[config.mk]
export PLATFORM = sky130hd
export DESIGN_NAME = bb_seq_controller_flat
export DESIGN_NICKNAME = d
export VERILOG_FILES = /design/src/rtl/bb_seq_controller_pkg.sv /design/src/rtl/bb_seq_controller_if.sv /design/src/rtl/bb_instr_decode.sv /design/src/rtl/bb_seq_controller.sv /design/src/flat_wrapper.sv
export SDC_FILE = /design/constraint.sdc
export NUM_CORES = 1
export LEC_CHECK = 0
export CAP_MARGIN = 40
export CELL_PAD_IN_SITES_DETAIL_PLACEMENT = 0
export CELL_PAD_IN_SITES_GLOBAL_PLACEMENT = 1
export CORE_ASPECT_RATIO = 1.5
export CORE_UTILIZATION = 32
export CTS_BUF_LIST = sky130_fd_sc_hd__clkbuf_2 sky130_fd_sc_hd__clkbuf_4 sky130_fd_sc_hd__clkbuf_8
export CTS_CLUSTER_DIAMETER = 80
export DETAILED_ROUTE_END_ITERATION = 16
export PLACE_DENSITY_LB_ADDON = 0.1
export SLEW_MARGIN = 20
export SYNTH_ARGS = -nofsm -noshare
export SYNTH_HDL_FRONTEND = slang
export SYNTH_HIERARCHICAL = 1
export SYNTH_SLANG_ARGS = --single-unit
[constraint.sdc]
create_clock -name clk -period 2.4 [get_ports clk]
set_clock_uncertainty 0.05 [all_clocks]
set_input_delay 0.48 -clock clk [delete_from_list [all_inputs] [get_ports clk]]
set_output_delay 0.48 -clock clk [all_outputs]
set_load 0.01 [all_outputs]
[src/rtl/bb_seq_controller_pkg.sv]
// Shared types and constants for the BitBlaster sequential controller.
package bitblaster_pkg;

    // Register-class opcodes (cls = 00), op = IR[3:0]
    typedef enum logic [3:0] {
        LOAD = 4'b0000,
        COPY = 4'b0001,
        ADD  = 4'b0010,
        SUB  = 4'b0011,
        AND  = 4'b0100,
        OR   = 4'b0101,
        XOR  = 4'b0110,
        INV  = 4'b0111,
        FLP  = 4'b1000,
        SHL  = 4'b1001,
        SHR  = 4'b1010,
        ASR  = 4'b1011
    } opcode_t;

    // Instruction class, IR[DATA_W-1:DATA_W-2]
    typedef enum logic [1:0] {
        CLS_REG  = 2'b00,
        CLS_ILL  = 2'b01,
        CLS_ADDI = 2'b10,
        CLS_SUBI = 2'b11
    } cls_t;

    // Timestep FSM: fetch, decode, execute, write-back
    typedef enum logic [1:0] {
        T0 = 2'd0,
        T1 = 2'd1,
        T2 = 2'd2,
        T3 = 2'd3
    } state_t;

    localparam logic [3:0] ALU_ADD = 4'b0010;
    localparam logic [3:0] ALU_SUB = 4'b0011;

endpackage

[src/rtl/bb_seq_controller_if.sv]
// Controller <-> datapath signal bundle: bus capture inputs and all control strobes.
interface bb_seq_controller_if #(
    parameter int unsigned DATA_W = 10
);
    logic [DATA_W-1:0] bus_in;
    logic              ext_valid;
    logic [DATA_W-1:0] IMM;
    logic              imm_oe;
    logic [1:0]        Rin;
    logic [1:0]        Rout;
    logic              ENW;
    logic              ENR;
    logic              Ain;
    logic              Gin;
    logic              Gout;
    logic [3:0]        ALUcont;
    logic              Ext;
    logic              IRin;
    logic              done;
    logic              illegal;
    logic [1:0]        tstep;

    // Controller side
    modport master (
        input  bus_in, ext_valid,
        output IMM, imm_oe, Rin, Rout, ENW, ENR, Ain, Gin, Gout,
               ALUcont, Ext, IRin, done, illegal, tstep
    );

    // Datapath side
    modport slave (
        output bus_in, ext_valid,
        input  IMM, imm_oe, Rin, Rout, ENW, ENR, Ain, Gin, Gout,
               ALUcont, Ext, IRin, done, illegal, tstep
    );
endinterface

[src/rtl/bb_instr_decode.sv]
// Combinational instruction field decode and immediate extension.
module bb_instr_decode
    import bitblaster_pkg::*;
#(
    parameter int unsigned DATA_W     = 10,
    parameter bit          IMM_SIGNED = 1'b0
) (
    input  logic [DATA_W-1:0] ir,
    output cls_t              cls,
    output logic [1:0]        rx,
    output logic [1:0]        ry,
    output logic [3:0]        op,
    output logic [DATA_W-1:0] imm_ext,
    output logic              is_load,
    output logic              is_copy,
    output logic              is_alu,
    output logic              is_imm,
    output logic              is_illegal
);
    localparam int unsigned IMM_W = DATA_W - 4;

    logic is_reg;

    // Field extraction and instruction classification
    always_comb begin
        cls        = cls_t'(ir[DATA_W-1 -: 2]);
        rx         = ir[DATA_W-3 -: 2];
        ry         = ir[DATA_W-5 -: 2];
        op         = ir[3:0];
        is_reg     = (cls == CLS_REG);
        is_load    = is_reg && (op == LOAD);
        is_copy    = is_reg && (op == COPY);
        is_alu     = is_reg && (op >= ADD) && (op <= ASR);
        is_imm     = (cls == CLS_ADDI) || (cls == CLS_SUBI);
        is_illegal = (cls == CLS_ILL) || (is_reg && (op > ASR));
        if (IMM_SIGNED)
            imm_ext = {{4{ir[IMM_W-1]}}, ir[IMM_W-1:0]};
        else
            imm_ext = {4'b0000, ir[IMM_W-1:0]};
    end
endmodule

[src/rtl/bb_seq_controller.sv]
// BitBlaster sequential controller: IR, timestep FSM and datapath control decode.
module bb_seq_controller
    import bitblaster_pkg::*;
#(
    parameter int unsigned DATA_W        = 10,
    parameter bit          IMM_SIGNED    = 1'b0,
    parameter bit          EXT_HANDSHAKE = 1'b1
) (
    input  logic                 clk,
    input  logic                 rst,
    bb_seq_controller_if.master  bus
);
    state_t            state, state_n;
    logic [DATA_W-1:0] ir;
    logic              ir_load;
    logic              ext_ok;

    cls_t              cls;
    logic [1:0]        rx, ry;
    logic [3:0]        op;
    logic [DATA_W-1:0] imm_ext;
    logic              is_load, is_copy, is_alu, is_imm, is_illegal;

    assign ext_ok = EXT_HANDSHAKE ? bus.ext_valid : 1'b1;

    bb_instr_decode #(
        .DATA_W     (DATA_W),
        .IMM_SIGNED (IMM_SIGNED)
    ) u_decode (
        .ir         (ir),
        .cls        (cls),
        .rx         (rx),
        .ry         (ry),
        .op         (op),
        .imm_ext    (imm_ext),
        .is_load    (is_load),
        .is_copy    (is_copy),
        .is_alu     (is_alu),
        .is_imm     (is_imm),
        .is_illegal (is_illegal)
    );

    // State register and instruction register capture
    always_ff @(posedge clk or posedge rst) begin
        if (rst) begin
            state <= T0;
            ir    <= '0;
        end else begin
            state <= state_n;
            if (ir_load)
                ir <= bus.bus_in;
        end
    end

    // Next-state and control decode; everything forced low while reset is asserted
    always_comb begin
        state_n     = state;
        ir_load     = 1'b0;
        bus.IMM     = '0;
        bus.imm_oe  = 1'b0;
        bus.Rin     = 2'b00;
        bus.Rout    = 2'b00;
        bus.ENW     = 1'b0;
        bus.ENR     = 1'b0;
        bus.Ain     = 1'b0;
        bus.Gin     = 1'b0;
        bus.Gout    = 1'b0;
        bus.ALUcont = 4'b0000;
        bus.Ext     = 1'b0;
        bus.IRin    = 1'b0;
        bus.done    = 1'b0;
        bus.illegal = 1'b0;
        bus.tstep   = state;
        if (!rst) begin
            unique case (state)
                T0: begin
                    bus.Ext  = 1'b1;
                    bus.IRin = 1'b1;
                    if (ext_ok) begin
                        ir_load = 1'b1;
                        state_n = T1;
                    end
                end
                T1: begin
                    if (is_illegal) begin
                        bus.illegal = 1'b1;
                        state_n     = T0;
                    end else if (is_load) begin
                        bus.Ext = 1'b1;
                        if (ext_ok) begin
                            bus.ENW  = 1'b1;
                            bus.Rin  = rx;
                            bus.done = 1'b1;
                            state_n  = T0;
                        end
                    end else if (is_copy) begin
                        bus.ENR  = 1'b1;
                        bus.Rout = ry;
                        bus.ENW  = 1'b1;
                        bus.Rin  = rx;
                        bus.done = 1'b1;
                        state_n  = T0;
                    end else begin
                        bus.ENR  = 1'b1;
                        bus.Rout = rx;
                        bus.Ain  = 1'b1;
                        state_n  = T2;
                    end
                end
                T2: begin
                    bus.Gin = 1'b1;
                    if (is_imm) begin
                        bus.imm_oe  = 1'b1;
                        bus.IMM     = imm_ext;
                        bus.ALUcont = (cls == CLS_SUBI) ? ALU_SUB : ALU_ADD;
                    end else begin
                        bus.ENR     = 1'b1;
                        bus.Rout    = ry;
                        bus.ALUcont = op;
                    end
                    state_n = T3;
                end
                T3: begin
                    bus.Gout = 1'b1;
                    bus.ENW  = 1'b1;
                    bus.Rin  = rx;
                    bus.done = 1'b1;
                    state_n  = T0;
                end
            endcase
        end
    end

    // is_alu is implied by the T1 fall-through; kept visible for the decode bundle
    logic unused_ok;
    assign unused_ok = is_alu;
endmodule

[src/flat_wrapper.sv]
// flat-port wrapper written by rule: the top's interface ports become plain ports
module bb_seq_controller_flat import bitblaster_pkg::*;
#(
    parameter int unsigned DATA_W        = 10,
    parameter bit          IMM_SIGNED    = 1'b0,
    parameter bit          EXT_HANDSHAKE = 1'b1
)
  (clk, rst, bus_bus_in, bus_ext_valid, bus_IMM, bus_imm_oe, bus_Rin, bus_Rout, bus_ENW, bus_ENR, bus_Ain, bus_Gin, bus_Gout, bus_ALUcont, bus_Ext, bus_IRin, bus_done, bus_illegal, bus_tstep);
  bb_seq_controller_if #(.DATA_W(DATA_W)) bus_i ();
  input  logic clk;
  input  logic rst;
  input wire logic [$bits(bus_i.bus_in)-1:0] bus_bus_in;
  input wire logic [$bits(bus_i.ext_valid)-1:0] bus_ext_valid;
  output wire logic [$bits(bus_i.IMM)-1:0] bus_IMM;
  output wire logic [$bits(bus_i.imm_oe)-1:0] bus_imm_oe;
  output wire logic [$bits(bus_i.Rin)-1:0] bus_Rin;
  output wire logic [$bits(bus_i.Rout)-1:0] bus_Rout;
  output wire logic [$bits(bus_i.ENW)-1:0] bus_ENW;
  output wire logic [$bits(bus_i.ENR)-1:0] bus_ENR;
  output wire logic [$bits(bus_i.Ain)-1:0] bus_Ain;
  output wire logic [$bits(bus_i.Gin)-1:0] bus_Gin;
  output wire logic [$bits(bus_i.Gout)-1:0] bus_Gout;
  output wire logic [$bits(bus_i.ALUcont)-1:0] bus_ALUcont;
  output wire logic [$bits(bus_i.Ext)-1:0] bus_Ext;
  output wire logic [$bits(bus_i.IRin)-1:0] bus_IRin;
  output wire logic [$bits(bus_i.done)-1:0] bus_done;
  output wire logic [$bits(bus_i.illegal)-1:0] bus_illegal;
  output wire logic [$bits(bus_i.tstep)-1:0] bus_tstep;
  assign bus_i.bus_in = bus_bus_in;
  assign bus_i.ext_valid = bus_ext_valid;
  assign bus_IMM = bus_i.IMM;
  assign bus_imm_oe = bus_i.imm_oe;
  assign bus_Rin = bus_i.Rin;
  assign bus_Rout = bus_i.Rout;
  assign bus_ENW = bus_i.ENW;
  assign bus_ENR = bus_i.ENR;
  assign bus_Ain = bus_i.Ain;
  assign bus_Gin = bus_i.Gin;
  assign bus_Gout = bus_i.Gout;
  assign bus_ALUcont = bus_i.ALUcont;
  assign bus_Ext = bus_i.Ext;
  assign bus_IRin = bus_i.IRin;
  assign bus_done = bus_i.done;
  assign bus_illegal = bus_i.illegal;
  assign bus_tstep = bus_i.tstep;
  bb_seq_controller #(.DATA_W(DATA_W), .IMM_SIGNED(IMM_SIGNED), .EXT_HANDSHAKE(EXT_HANDSHAKE)) u_core (.clk(clk), .rst(rst), .bus(bus_i));
endmodule
After elaboration in Yosys (flattened, before gate mapping)
Cells that the tools add are included.
{"block": "totals", "mem_count": 0, "regBits": 12, "inputBits": 13, "word_cells": 81, "romBits": 0, "output_inout_bits": 30, "latch_bits": 0, "ramBits": 0}
{"block": "op_classes", "div_mod_pow": 0, "mul": 0, "shift": 0, "mux": 59, "eq_ne": 9, "addsub": 0, "order_cmp": 1, "reduce_logical": 9, "n_bitwise": 1}
{"op": "1-bit two-way mux", "count": 32}
{"op": "2-bit two-way mux", "count": 15}
{"op": "10-bit two-way mux", "count": 2}
{"op": "4-bit two-way mux", "count": 3}
{"op": "2-bit equality test, second input constant", "count": 4}
{"op": "2-bit one-hot mux with 2 select lines", "count": 2}
{"op": "2-bit one-hot mux with 4 select lines", "count": 1}
{"op": "6-bit two-way mux", "count": 1}
{"op": "1-bit one-hot mux with 2 select lines", "count": 3}
{"op": "2-bit by 1-bit equality test with 1-bit output, second input constant", "count": 2}
{"op": "4-bit by 1-bit equality test with 1-bit output, second input constant", "count": 1}
{"op": "4-bit greater-than comparator, second input constant", "count": 1}
{"op": "2-bit logical NOT", "count": 2}
{"op": "4-bit logical NOT", "count": 1}
{"op": "4-bit inequality test, second input constant", "count": 1}
{"op": "1-bit logical AND", "count": 3}
{"op": "3-bit AND reduction", "count": 1}
{"op": "1-bit logical OR", "count": 2}
{"op": "2-bit inequality test, second input constant", "count": 1}
{"op": "1-bit NOT", "count": 1}

Logic depth before layout (Yosys ltp)
{"block": "logic_depth", "depth_word": 7, "depth_mapped": 6, "mapped_depth_nobuf": 5}

By module
Netlist, hierarchy kept.
{"mod": "bb_seq_controller", "n_inst": 1, "seq_area_each_um2": 300.3, "area_per_inst_um2": 849.6, "cells_per_inst": 88}
{"mod": "bb_instr_decode", "n_inst": 1, "seq_area_each_um2": 0.0, "area_per_inst_um2": 212.7, "cells_per_inst": 29}

Worst setup path after synthesis
No wires, ideal clock.
{"block": "synth_path", "path_type": "register -> output", "start": "reg u_core.ir[3]", "end": "out bus_done", "n_path_buf": 1, "stages_incl_launch_ff": 7, "t_arrival_ps": 1724, "required_ps": 1870, "slack_ps": 146, "cell_sequence": "dfrtp_1 > nor3_2 > and3b_2 > mux2_2 > a31oi_1 > nor2_1 > buf_4"}
{"block": "synth_between", "word_cells_on_any_way": 12, "classes_between": "order compare: 1; eq/ne: 1; mux: 5; reduce/logical: 5"}
{"item": "from (decl)", "line": "bb_seq_controller.sv:14", "rtl": "logic [DATA_W-1:0] ir;"}
{"item": "from (signal assigned)", "line": "bb_seq_controller.sv:51", "rtl": "ir <= bus.bus_in;"}
{"item": "4-bit logical NOT", "line": "bb_instr_decode.sv:31", "rtl": "is_load = is_reg && (op == LOAD);"}
{"item": "1-bit logical AND", "line": "bb_instr_decode.sv:31"}
{"item": "net u_core.is_load", "line": "bb_seq_controller.sv:22", "rtl": "logic is_load, is_copy, is_alu, is_imm, is_illegal;"}
{"item": "1-bit two-way mux (2 in a row)"}
{"item": "1-bit one-hot mux with 2 select lines"}
{"item": "1-bit two-way mux"}
{"item": "to (decl)", "line": "flat_wrapper.sv:26", "rtl": "output wire logic [$bits(bus_i.done)-1:0] bus_done;"}
The timed path passes the listed nets, and every way through them passes these cells.

Worst setup path in the final report
{"block": "layout_path", "start": "reg u_core.ir[1]", "end": "out bus_ENW"}
{"block": "layout_between", "word_cells_on_any_way": 12, "classes_between": "order compare: 1; eq/ne: 1; mux: 5; reduce/logical: 5"}
{"item": "4-bit logical NOT", "line": "bb_instr_decode.sv:31"}
{"item": "1-bit logical AND", "line": "bb_instr_decode.sv:31"}
{"item": "net u_core.is_load", "line": "bb_seq_controller.sv:22"}
{"item": "1-bit two-way mux", "line": "bb_seq_controller.sv:88", "rtl": "end else if (is_load) begin"}
{"item": "1-bit two-way mux", "line": "bb_seq_controller.sv:85", "rtl": "if (is_illegal) begin"}
{"item": "1-bit one-hot mux with 2 select lines", "line": "bb_seq_controller.sv:75", "rtl": "unique case (state)"}
{"item": "1-bit two-way mux", "line": "bb_seq_controller.sv:74", "rtl": "if (!rst) begin"}
{"item": "to (decl)", "line": "flat_wrapper.sv:18", "rtl": "output wire logic [$bits(bus_i.ENW)-1:0] bus_ENW;"}
The timed path passes the listed nets, and every way through them passes these cells.

==> flow_results.org <==
** GRT
- First-pass GRT wire length :: 4110 µm
- GRT Resource Usage Total :: 15.4%
- Remaining Overflow, GRT :: 0
- Number of antenna violations at the first check in global routing :: 0
- The number of global-route vias before repair came to 953.
- Maximum number of pins on one net before global-route repair :: 11

** Floorplanning
- After floorplanning, the core was divided into 25 placement rows.
- Pin placement for this block handled 43 I/O pins.
- The floorplan step defined a core boundary enclosing 3130 µm².
- Die Width :: 48.7 µm
- Vertical die dimension :: 72.1 µm
- Starting density of the core :: 33.5%
- Die area :: 3510 µm²

** Drt
- Via Count :: 935
- Wire segments on met3 add up to 89 µm in the final route.
- Initial drt markers :: 29
- In the routed design, unresolved DRC markers number 0.
- Average routed wire per standard cell :: 11.8 µm
- Via-per-instance ratio :: 4.52
- Number of antenna-violating nets in the routed design :: 0
- Wirelength, routed :: 2440 µm
- The first TritonRoute pass finished after 4 iterations.
- For this block, wires on met1 add up to 968 µm.
- Detailed routing placed a total of 1350 µm of wire on met2.
- Uppermost signal routing layer after detailed routing :: met4

** Power and ir drop
- Net switching power :: 0.631 mW
- Clock share of power :: 12.6%
- Static power due to leakage :: 0.818 nW
- Combinational fraction of design power :: 65.8%
- Registers are responsible for 21.6% of the overall power.
- Power comes to 1.73 mW.
- Switching portion of total power :: 36.5%
- Total internal power :: 1.10 mW
- For this design the ratio of total power to cell area is 1050 nW/µm².
- Worst supply voltage drop on vdd :: 0.694 mV

** Layout
- The number of antenna diodes in the final layout is 0.
- After routing the design area is 1640 µm².
- The layout has 311 filler cells.
- Proportion of layout cells with a drive suffix above 1 :: 43.7%
- For this run, the post-layout net count is 185.
- Cells fill 52.5% of the core in the end.
- Layout overhead on the synthesized area :: 56.7%

** Setup path
- Worst Path Max Fanout :: 3
- Walking the worst path, the cells encountered are nor3_2 -> and3b_2 -> buf_6 -> mux2_4 -> a31oi_4 -> buf_6 -> nor2_2 -> buf_2.
- Most common cell on crit path :: sky130_fd_sc_hd__buf_6
- Library cell contributing the largest single delay on the critical path :: sky130_fd_sc_hd__dfrtp_1
- Endpoint required time on the critical path :: 1870 ps
- The setup path with the least slack is of type reg2out.
- In this design, the largest share of critical-path delay is due to simple AND/OR/NAND/NOR gates.
- Arrival time worst endpoint :: 1910 ps
- The number of buffers and inverters on the critical path is 3.
- Kind of launch point of the worst setup path :: flop
- The worst setup path is captured at a primary output.
- The largest single stage delay on the critical path is 380 ps.

** Timing
- The smallest clock period supported by the final layout is computed as 2440 ps.
- Finish-stage setup viols :: 2
- Final Hold Violating Endpoints :: 0
- The number of max-slew violations in the final report is 0.
- Derived from the worst setup path, the maximum achievable clock frequency is 410 MHz.
- The final critical path takes up 102% of the cycle.
- Summed over all failing endpoints, the final setup total negative slack is -74.0 ps.
- Setup repair after global routing could not meet its margin everywhere.
- Final worst setup slack :: -37.1 ps

** CTS
- Count of hold-fix buffers inserted at cts :: 0
- Clock slew at reported path FFs :: 50 ps
- Counting the buffers created by CTS gives 3.
- The later pin in the worst-skew pair is clocked with a latency of 240 ps.
- Clock tree from TritonCTS :: yes
- Deepest clock path buffer count :: 2
- The cell sitting at the root of the clock tree is a sky130_fd_sc_hd__clkbuf_8.
- CTS built an H-tree with a depth of 1.
- Num Clock Sinks :: 12

** Hold path
- In this run the worst hold path is classified as in2async.

** Place
- Detailed Place HPWL :: 1950 µm
- Buffers placed on the I/O ports in this run total 38.
- Routability congestion estimate from global placement :: 0.782
- Placed standard-cell area :: 1500 µm²

** Logic synthesis
- The synthesized netlist occupies a cell area of 1050 µm².
- The Yosys step of the flow raised 6 warnings.
- Per-instance average area after synthesis :: 9.03 µm²
- The cell count after synthesis came out at 116.

** Flow run
- Max Cap Violations :: 0

** Outcome
- The run finished, with violations left.
- The checks that failed: negative setup slack.
==> layer usage <==
| metal | vias to the layer above | global-route usage (%) |
|---|---|---|
| met2 | 27 | 29.2 |
| met4 | 0 | 7.84 |
| li1 | 463 | - |
| met1 | 443 | 16.5 |
| met5 | - | 0 |
| met3 | 2 | 1.89 |
==> placed cells by master, fill, tap and decap left out, types with 2 or more instances in the layout <==
master,n
sky130_fd_sc_hd__ha_1,3
sky130_fd_sc_hd__a21oi_1,3
sky130_fd_sc_hd__dlymetal6s2s_1,3
sky130_fd_sc_hd__clkbuf_8,4
sky130_fd_sc_hd__nor2_2,2
sky130_fd_sc_hd__nand2_1,4
sky130_fd_sc_hd__nor3b_1,5
sky130_fd_sc_hd__nor2b_1,4
sky130_fd_sc_hd__inv_2,2
sky130_fd_sc_hd__buf_4,27
sky130_fd_sc_hd__dfrtp_1,12
sky130_fd_sc_hd__dlygate4sd2_1,3
sky130_fd_sc_hd__clkdlybuf4s50_1,23
sky130_fd_sc_hd__nor3_2,2
sky130_fd_sc_hd__nand2_2,2
sky130_fd_sc_hd__o22ai_2,2
sky130_fd_sc_hd__buf_6,3
sky130_fd_sc_hd__conb_1,4
sky130_fd_sc_hd__and2b_2,2
sky130_fd_sc_hd__mux2_2,10
sky130_fd_sc_hd__nor2_1,4
sky130_fd_sc_hd__clkbuf_2,2
sky130_fd_sc_hd__buf_2,6
sky130_fd_sc_hd__and2_1,10
sky130_fd_sc_hd__inv_1,5
==> power groups by stage <==
stage                     clock, mW  sequential (mW)  combinational, mW
final                         0.217            0.374               1.14
after floorplan                   0            0.402              0.659
after detailed placement          0            0.383              0.985
after CTS                     0.228            0.374               1.08
after global routing          0.240            0.392               1.24
after global placement            0            0.379              0.981
==> worst paths after layout <==
kind	slack, ps	from	to	cells after the start
worst max register to register	670	u_core/bus.tstep[0]	u_core/ir[1]	6
min in group clk	470	u_core/ir[7]	u_core/ir[7]	1
max in group asynchronous	1760	rst	u_core/ir[7]	3
worst max-delay path	-40	u_core/ir[1]	bus_ENW	8
worst min register to register	470	u_core/ir[7]	u_core/ir[7]	1
worst min-delay path	380	rst	u_core/ir[3]	3
==> registers in the layout, indices dropped and copies added (netlist names), named ones only <==
| register | cells |
|---|---|
| u_core/bus.tstep | 1 |
| u_core/ir | 10 |
==> worst reg2reg max path, cell delays in order, from the launching register on <==
cell and delay, ps:
sky130_fd_sc_hd__dfrtp_1 380, sky130_fd_sc_hd__inv_2 70, sky130_fd_sc_hd__ha_1 250, sky130_fd_sc_hd__and2b_2 220, sky130_fd_sc_hd__buf_4 140, sky130_fd_sc_hd__nand2_4 140
sky130_fd_sc_hd__mux2_2 360
==> area by class of cell <==
class / instances / area (µm²) / share of cell area [%]
Multi-Input combinational cell: 76 / 629 / 38.3
Inverter: 7 / 26.3 / 1.60
Timing Repair Buffer: 68 / 581 / 35.4
Sequential cell: 12 / 300 / 18.3
Tap cell: 40 / 50.0 / 3.05
Clock buffer: 4 / 55.1 / 3.35
==> what timing repair did <==
| item | CTS | global route |
|---|---|---|
| pin swaps | 4 | 5 |
| endpoints found under the setup margin | 23 | 17 |
| buffers inserted | 6 | 0 |
| gates resized for setup | 41 | 17 |
==> per-stage QoR <==
stage	worst slack, ps	std cells	hold slack, ps
after floorplan	244	119	321
after global placement	-175	197	467
after detailed placement	-210	197	464
after CTS	-65.1	207	381
after global routing	-124	207	408
final	-37.1	207	384
No activity file was read; power rests on OpenSTA's default activity.
